--- config.mk ---
export PLATFORM = sky130hd
export DESIGN_NAME = instr_fetch_unit_flat
export DESIGN_NICKNAME = d
export VERILOG_FILES = /design/src/rtl/instr_fetch_unit_pkg.sv /design/src/rtl/instr_fetch_unit_if.sv /design/src/rtl/instr_fetch_unit_fetch_fifo.sv /design/src/rtl/instr_fetch_unit.sv /design/src/flat_wrapper.sv
export SDC_FILE = /design/constraint.sdc
export NUM_CORES = 1
export LEC_CHECK = 0
export ABC_AREA = 0
export CAP_MARGIN = 10
export CELL_PAD_IN_SITES_DETAIL_PLACEMENT = 0
export CELL_PAD_IN_SITES_GLOBAL_PLACEMENT = 1
export CORE_MARGIN = 4
export CORE_UTILIZATION = 46
export DETAILED_ROUTE_END_ITERATION = 6
export PLACE_DENSITY_LB_ADDON = 0.1
export SLEW_MARGIN = 20
export SYNTH_ARGS = -nofsm -noshare
export SYNTH_HDL_FRONTEND = slang
export SYNTH_SLANG_ARGS = --single-unit
--- constraint.sdc ---
create_clock -name clk -period 3.2 [get_ports clk]
set_input_delay 0.32 -clock clk [delete_from_list [all_inputs] [get_ports clk]]
set_output_delay 0.32 -clock clk [all_outputs]
set_load 0.03 [all_outputs]
--- src/rtl/instr_fetch_unit_pkg.sv ---
// Shared constants for the instruction fetch front end: NOP filler, PC step,
// FSM encodings and buffer depth.
package instr_fetch_unit_pkg;

  localparam logic [31:0] NOP_INSTR         = 32'h0000_0013;
  localparam int          PC_STEP           = 4;
  localparam int          FETCH_FIFO_DEPTH  = 2;
  localparam int          I_MEM_LEN_DEFAULT = 1024;

  localparam logic [0:0]  FETCH_RUN  = 1'b0;
  localparam logic [0:0]  FETCH_HALT = 1'b1;

endpackage

--- src/rtl/instr_fetch_unit_if.sv ---
// Bundle of the memory-port, redirect and decode-handshake signals around the fetch unit.
interface instr_fetch_unit_if #(
  parameter int BUS_WIDTH = 32
) ();

  logic [BUS_WIDTH-1:0] imem_addr;
  logic [BUS_WIDTH-1:0] imem_rd_data;
  logic                 redirect_valid;
  logic [BUS_WIDTH-1:0] redirect_pc;
  logic [BUS_WIDTH-1:0] instr;
  logic [BUS_WIDTH-1:0] instr_pc;
  logic                 instr_valid;
  logic                 instr_ready;
  logic                 fetch_err;

  modport master (
    output imem_addr,
    input  imem_rd_data,
    input  redirect_valid,
    input  redirect_pc,
    output instr,
    output instr_pc,
    output instr_valid,
    input  instr_ready,
    output fetch_err
  );

  modport slave (
    input  imem_addr,
    output imem_rd_data,
    output redirect_valid,
    output redirect_pc,
    input  instr,
    input  instr_pc,
    input  instr_valid,
    output instr_ready,
    input  fetch_err
  );

endinterface

--- src/rtl/instr_fetch_unit_fetch_fifo.sv ---
// Small register-based FIFO with flush; the head is readable combinationally so
// decode sees the oldest fetched word without an extra cycle.
module fetch_fifo #(
  parameter int              WIDTH     = 64,
  parameter int              DEPTH     = 2,
  parameter int              CW        = $clog2(DEPTH + 1),
  parameter logic [WIDTH-1:0] RESET_VAL = '0
) (
  input  logic             clk,
  input  logic             rstb,
  input  logic             push,
  input  logic             pop,
  input  logic             flush,
  input  logic [WIDTH-1:0] wr_data,
  output logic [WIDTH-1:0] head,
  output logic [CW-1:0]    count,
  output logic             full,
  output logic             empty
);

  localparam int PW = (DEPTH > 1) ? $clog2(DEPTH) : 1;

  logic [WIDTH-1:0] mem_reg [DEPTH];
  logic [PW-1:0]    wr_ptr_reg;
  logic [PW-1:0]    rd_ptr_reg;
  logic [CW-1:0]    count_reg;
  logic [DEPTH-1:0] wr_en;
  logic             do_push;
  logic             do_pop;

  function automatic logic [PW-1:0] ptr_inc(input logic [PW-1:0] ptr);
    return (ptr == PW'(DEPTH - 1)) ? '0 : ptr + 1'b1;
  endfunction

  assign empty   = (count_reg == '0);
  assign full    = (count_reg == CW'(DEPTH));
  assign count   = count_reg;
  assign head    = mem_reg[rd_ptr_reg];
  assign do_pop  = pop && !empty;
  // A push into a full FIFO is only legal when the head leaves in the same cycle.
  assign do_push = push && (!full || do_pop);

  for (genvar gi = 0; gi < DEPTH; gi++) begin : g_wr_en
    assign wr_en[gi] = do_push && !flush && (wr_ptr_reg == PW'(gi));
  end

  always_ff @(posedge clk or negedge rstb) begin
    if (!rstb) begin
      for (int i = 0; i < DEPTH; i++) begin
        mem_reg[i] <= RESET_VAL;
      end
    end else begin
      for (int i = 0; i < DEPTH; i++) begin
        if (wr_en[i]) begin
          mem_reg[i] <= wr_data;
        end
      end
    end
  end

  always_ff @(posedge clk or negedge rstb) begin
    if (!rstb) begin
      wr_ptr_reg <= '0;
      rd_ptr_reg <= '0;
      count_reg  <= '0;
    end else if (flush) begin
      wr_ptr_reg <= '0;
      rd_ptr_reg <= '0;
      count_reg  <= '0;
    end else begin
      if (do_push) begin
        wr_ptr_reg <= ptr_inc(wr_ptr_reg);
      end
      if (do_pop) begin
        rd_ptr_reg <= ptr_inc(rd_ptr_reg);
      end
      count_reg <= count_reg + CW'(do_push) - CW'(do_pop);
    end
  end

endmodule

--- src/rtl/instr_fetch_unit.sv ---
// Fetch stage: owns the PC, issues reads to the instruction port, tags the
// returning word with its PC and hands it to decode through a 2-entry buffer.
module instr_fetch_unit
  import instr_fetch_unit_pkg::*;
#(
  parameter int                   BUS_WIDTH = 32,
  parameter logic [BUS_WIDTH-1:0] RESET_PC  = '0,
  parameter int                   I_MEM_LEN = I_MEM_LEN_DEFAULT
) (
  input logic                clk,
  input logic                rstb,
  instr_fetch_unit_if.master bus
);

  localparam int                 CW       = $clog2(FETCH_FIFO_DEPTH + 1);
  localparam logic [BUS_WIDTH:0] PC_LIMIT = (BUS_WIDTH + 1)'(I_MEM_LEN) << 2;

  logic [BUS_WIDTH-1:0]   pc_reg;
  logic [BUS_WIDTH-1:0]   inflight_pc_reg;
  logic                   inflight_reg;
  logic                   fetch_err_reg;
  logic [0:0]             state_reg;

  logic [CW-1:0]          fifo_count;
  logic                   fifo_full;
  logic                   fifo_empty;
  logic [2*BUS_WIDTH-1:0] fifo_head;
  logic                   pop;
  logic                   push;
  logic                   redirect_take;
  logic                   issue_room;
  logic [CW:0]            occupancy;

  // The range compare is one bit wider so PCs near the top of the space cannot alias.
  function automatic logic pc_bad(input logic [BUS_WIDTH-1:0] addr);
    return (addr[1:0] != 2'b00) || ({1'b0, addr} >= PC_LIMIT);
  endfunction

  assign pop           = !fifo_empty && bus.instr_ready;
  assign redirect_take = bus.redirect_valid && (state_reg == FETCH_RUN);
  assign push          = inflight_reg && !redirect_take;
  assign occupancy     = (CW + 1)'(fifo_count) + (CW + 1)'(inflight_reg);
  assign issue_room    = occupancy < ((CW + 1)'(FETCH_FIFO_DEPTH) + (CW + 1)'(pop));

  always_ff @(posedge clk or negedge rstb) begin
    if (!rstb) begin
      pc_reg          <= RESET_PC;
      inflight_reg    <= 1'b0;
      inflight_pc_reg <= RESET_PC;
      fetch_err_reg   <= 1'b0;
      state_reg       <= FETCH_RUN;
    end else if (state_reg == FETCH_RUN) begin
      if (bus.redirect_valid) begin
        inflight_reg <= 1'b0;
        if (pc_bad(bus.redirect_pc)) begin
          fetch_err_reg <= 1'b1;
          state_reg     <= FETCH_HALT;
        end else begin
          pc_reg <= bus.redirect_pc;
        end
      end else if (issue_room) begin
        if (pc_bad(pc_reg)) begin
          inflight_reg  <= 1'b0;
          fetch_err_reg <= 1'b1;
          state_reg     <= FETCH_HALT;
        end else begin
          pc_reg          <= pc_reg + BUS_WIDTH'(PC_STEP);
          inflight_reg    <= 1'b1;
          inflight_pc_reg <= pc_reg;
        end
      end else begin
        inflight_reg <= 1'b0;
      end
    end else begin
      // HALT still lets an outstanding read land and the buffer drain.
      inflight_reg <= 1'b0;
    end
  end

  fetch_fifo #(
    .WIDTH     (2 * BUS_WIDTH),
    .DEPTH     (FETCH_FIFO_DEPTH),
    .CW        (CW),
    .RESET_VAL ({BUS_WIDTH'(NOP_INSTR), RESET_PC})
  ) u_fetch_fifo (
    .clk     (clk),
    .rstb    (rstb),
    .push    (push),
    .pop     (pop),
    .flush   (redirect_take),
    .wr_data ({bus.imem_rd_data, inflight_pc_reg}),
    .head    (fifo_head),
    .count   (fifo_count),
    .full    (fifo_full),
    .empty   (fifo_empty)
  );

  // The issue rule guarantees a capture never meets a full buffer without a pop.
  always_comb begin
    assert (!(push && fifo_full && !pop));
  end

  assign bus.imem_addr   = pc_reg;
  assign bus.instr       = fifo_head[2*BUS_WIDTH-1:BUS_WIDTH];
  assign bus.instr_pc    = fifo_head[BUS_WIDTH-1:0];
  assign bus.instr_valid = !fifo_empty;
  assign bus.fetch_err   = fetch_err_reg;

endmodule

--- src/flat_wrapper.sv ---
// flat-port wrapper written by rule: the top's interface ports become plain ports
module instr_fetch_unit_flat import instr_fetch_unit_pkg::*;
#(
  parameter int                   BUS_WIDTH = 32,
  parameter logic [BUS_WIDTH-1:0] RESET_PC  = '0,
  parameter int                   I_MEM_LEN = I_MEM_LEN_DEFAULT
)
  (clk, rstb, bus_imem_addr, bus_imem_rd_data, bus_redirect_valid, bus_redirect_pc, bus_instr, bus_instr_pc, bus_instr_valid, bus_instr_ready, bus_fetch_err);
  instr_fetch_unit_if #(.BUS_WIDTH(BUS_WIDTH)) bus_i ();
  input logic clk;
  input logic rstb;
  output wire logic [$bits(bus_i.imem_addr)-1:0] bus_imem_addr;
  input wire logic [$bits(bus_i.imem_rd_data)-1:0] bus_imem_rd_data;
  input wire logic [$bits(bus_i.redirect_valid)-1:0] bus_redirect_valid;
  input wire logic [$bits(bus_i.redirect_pc)-1:0] bus_redirect_pc;
  output wire logic [$bits(bus_i.instr)-1:0] bus_instr;
  output wire logic [$bits(bus_i.instr_pc)-1:0] bus_instr_pc;
  output wire logic [$bits(bus_i.instr_valid)-1:0] bus_instr_valid;
  input wire logic [$bits(bus_i.instr_ready)-1:0] bus_instr_ready;
  output wire logic [$bits(bus_i.fetch_err)-1:0] bus_fetch_err;
  assign bus_imem_addr = bus_i.imem_addr;
  assign bus_i.imem_rd_data = bus_imem_rd_data;
  assign bus_i.redirect_valid = bus_redirect_valid;
  assign bus_i.redirect_pc = bus_redirect_pc;
  assign bus_instr = bus_i.instr;
  assign bus_instr_pc = bus_i.instr_pc;
  assign bus_instr_valid = bus_i.instr_valid;
  assign bus_i.instr_ready = bus_instr_ready;
  assign bus_fetch_err = bus_i.fetch_err;
  instr_fetch_unit #(.BUS_WIDTH(BUS_WIDTH), .RESET_PC(RESET_PC), .I_MEM_LEN(I_MEM_LEN)) u_core (.clk(clk), .rstb(rstb), .bus(bus_i));
endmodule
==> run summary <==
Synthesis produced a netlist with a net count of 666. After detailed routing, the average wire length per cell comes to 18.5 µm. The highest cell delay on the worst timing path came out at 630 ps.

The netlist uses 43 different library cells. The initial core utilization is 0.467. The number of cells upsized or downsized after cts is 0. The share of power burned in registers is 0.523. The logic gate share of total power came out at 0.035.

Cell internal power was estimated by the tool at 3.74 mW. The number of warnings reported in the yosys synthesis log is 0. The share of the clock period used by the worst path after layout came out at 0.820. The per-cell via count in the routed design came out at 5.21.

The number of setup buffers added after CTS came out at 0. The count of cells in the finished layout, fillers not included, comes to 1009. The total length of routed wires is 18.6 mm. For this run, the total global-route usage over all layers was measured as 0.182. The count of flip-flops with a built-in enable after synthesis came out at 0. The average cell area after synthesis is 14.7 µm². The worst IR drop on VDD came out at 0.377 mV. For the pin with the worst max-slew slack, the measured transition is 839 ps. The finished cells cover 11300 µm². For this design, the CTS-stage hold fixing added 0 buffers. The signal on the critical path passes through buf_4 -> mux2_2 -> clkdlybuf4s50_1. The number of buffers inserted by port buffering came out at 165.

The total overflow reported by the global router is 0. The total power divided by cell area is 427 nW/µm². The starting DRC count in detailed routing came out at 212.

The cell depth of the worst flop-to-flop path is 8. The maximum clock insertion buffer count came out at 2. The number of max-slew violations in the final report came to 0.

The clock arrives with 13.3 ps of skew. The initial antenna violation count came to 0. The register clock-pin slew on the reported worst setup and hold paths came out at 70 ps. The area growth from synthesis to layout came out at 29.0%. Leaving out fill and tap cells, the most frequent cells in the layout are dfrtp_1, clkdlybuf4s50_1, mux2_2.

The total via count in the routed design is 5260. The count of final setup violators is 0. The run finished, with violations left. The number of buffers created by CTS is 17. The final weighted congestion of routability-driven global placement is 0.806. The final-stage net count is 835. The highest attainable clock frequency is 381 MHz.

The pin count of the biggest net entering global routing is 104. The worst-path cell with the longest stage delay is clkdlybuf4s50_1. The final reports fail on negative hold slack. The first detailed-routing pass ran for 4 iterations. Detailed placement ended at an HPWL of 12.6 mm. In the synthesized netlist the dominant register cell turns out to be dfrtp_1. The sum of buffers and inverters on the critical path came out at 2. The floorplan row count is 50.

After technology mapping, the gate count stands at 593. The die width is 146 µm. The part of the power in the clock network is 0.442.

The post-synthesis async set-or-reset flop share came out at 1.00. The share of the Yosys chip area taken by registers is 0.571. The critical path startpoint category is a register.

The floorplan step set the die height to 146 µm. The worst hold slack after final layout came out at -39.4 ps. The static leakage came out at 5.39 nW. The depth of the CTS H-tree is 4. The count of nets left with antenna violations once routing finished came out at 0. The worst setup path is of the reg2out kind. The most common cell after layout, fill and taps aside is dfrtp_1. The worst hold path belongs to the class in2async. The flip-flop and latch count after synthesis is 199. The I/O pin count is 166.

The max-capacitance violation count came out at 0. For the worst setup path, the data arrival time is 2310 ps. The number of antenna repair diodes is 0. Of the total power, the share spent switching nets is 0.221. The largest fanout on the critical path is 40. The number of global-route vias before repair came out at 5911. The worst slew margin relative to its limit is 0.441.

In the final layout, the share of cells above drive strength 1 is 0.338. The area of the mapped netlist came out at 8730 µm². The kind of end point of the critical path is an output port. The total net switching power came out at 1.07 mW. Summed over all failing endpoints, the final setup total negative slack is 0 ps. The die covers 21200 µm².

The final hold violation count is 23. The clock insertion delay at the later pin of the skew report is 430 ps. The first global-routing pass estimated 31.5 mm of wire. The flip-flop count of the largest register, all copies and words added came out at 128. At the worst endpoint, the required time is 2880 ps. The time the worst path needs with I/O delays and setup is 2630 ps. The total clock sinks came out at 199. The kind of cell with the highest combined delay along the critical path is buffers and inverters.

TritonCTS built the clock tree. The number of placed cells counting well taps came out at 977. For this run, design rule violations remaining after detail routing come to 0.

The core region area came out at 18700 µm². The cell count along the critical path came out at 3. Setup repair after global routing left no endpoint under its margin. The placed instance area came out at 10700 µm². CTS placed an instance of clkbuf_16 at the clock tree root.
synthesized netlist by cell type (all sizes together) (5+ instances only):
master,n,area share
a21oi,7,0.0040
and2,10,0.0072
and3,7,0.0050
buf,20,0.019
clkbuf,12,0.0052
dfrtp,193,0.55
dfstp,6,0.018
ha,5,0.0072
mux2,203,0.29
nand2,9,0.0039
nor2,16,0.0069
nor2b,35,0.025
nor3,7,0.0040
nor4,10,0.0072
o21ai,6,0.0034
o221ai,5,0.0050
o2bb2ai,8,0.0080
power groups by stage:
stage                     registers [mW]  logic [mW]  clock network [mW]
after CTS                           2.51       0.173                2.19
after global routing                2.51       0.187                2.30
after detailed placement            2.56       0.172                   0
after floorplan                     2.57      0.0174                   0
after global placement              2.56       0.168                   0
final                               2.51       0.168                2.13
final cells by class:
| type | count | area, µm² |
|---|---|---|
| Sequential cell | 199 | 4990 |
| Fill cell | 1473 | 7440 |
| Multi-Input combinational cell | 358 | 3530 |
| Tap cell | 234 | 293 |
| Timing Repair Buffer | 182 | 1850 |
| Clock inverter | 12 | 135 |
| Clock buffer | 20 | 457 |
| Inverter | 4 | 15.0 |
stage by stage:
| step | hold WS (ps) | power (mW) | setup WS (ps) | utilization |
|---|---|---|---|---|
| after floorplan | 24.4 | 2.58 | 1240 | - |
| after global placement | 464 | 2.73 | 672 | 0.571 |
| after detailed placement | 455 | 2.74 | 652 | 0.571 |
| after CTS | 21.5 | 4.87 | 527 | 0.602 |
| after global routing | 47.3 | 5.00 | 491 | 0.602 |
| final | -39.4 | 4.81 | 575 | 0.602 |
worst paths after layout:
path	from	endpoint	slack, ps
worst min-delay path	rstb	u_core.u_fetch_fifo.mem_reg[115]	-40
min in group clk	u_core.bus.fetch_err	u_core.bus.fetch_err	480
max in group asynchronous	rstb	u_core.u_fetch_fifo.rd_ptr_reg	2290
worst max-delay path	u_core.u_fetch_fifo.rd_ptr_reg	bus_instr_pc[0]	570
worst max register to register	u_core.inflight_reg	u_core.bus.imem_addr[3]	670
worst min register to register	u_core.bus.fetch_err	u_core.bus.fetch_err	480
layer usage:
layer | vias up | track usage | routed length (µm) | part of all wire
li1 | 2443 | - | - | -
met5 | - | 0 | 0 | 0
met1 | 2666 | 0.242 | 8510 | 0.46
met4 | 0 | 0.0418 | 181 | 0.0097
met3 | 20 | 0.0480 | 861 | 0.046
met2 | 131 | 0.300 | 9080 | 0.49
cells by family (layout without fill, tap and decap cells):
logic type                 after synthesis  in the layout  share of synthesized area
xor gates and xnor gates                 3              3                    0.00301
buffers and inverters                   36            218                     0.0258
adders and majority gates                5              5                    0.00717
and+or+nand+nor                        108            108                     0.0718
muxes                                  207            207                      0.292
DFF                                    199            199                      0.571
AOI/OAI and AO/OA                       35             35                     0.0288
Power figures use the tool's default switching activity.
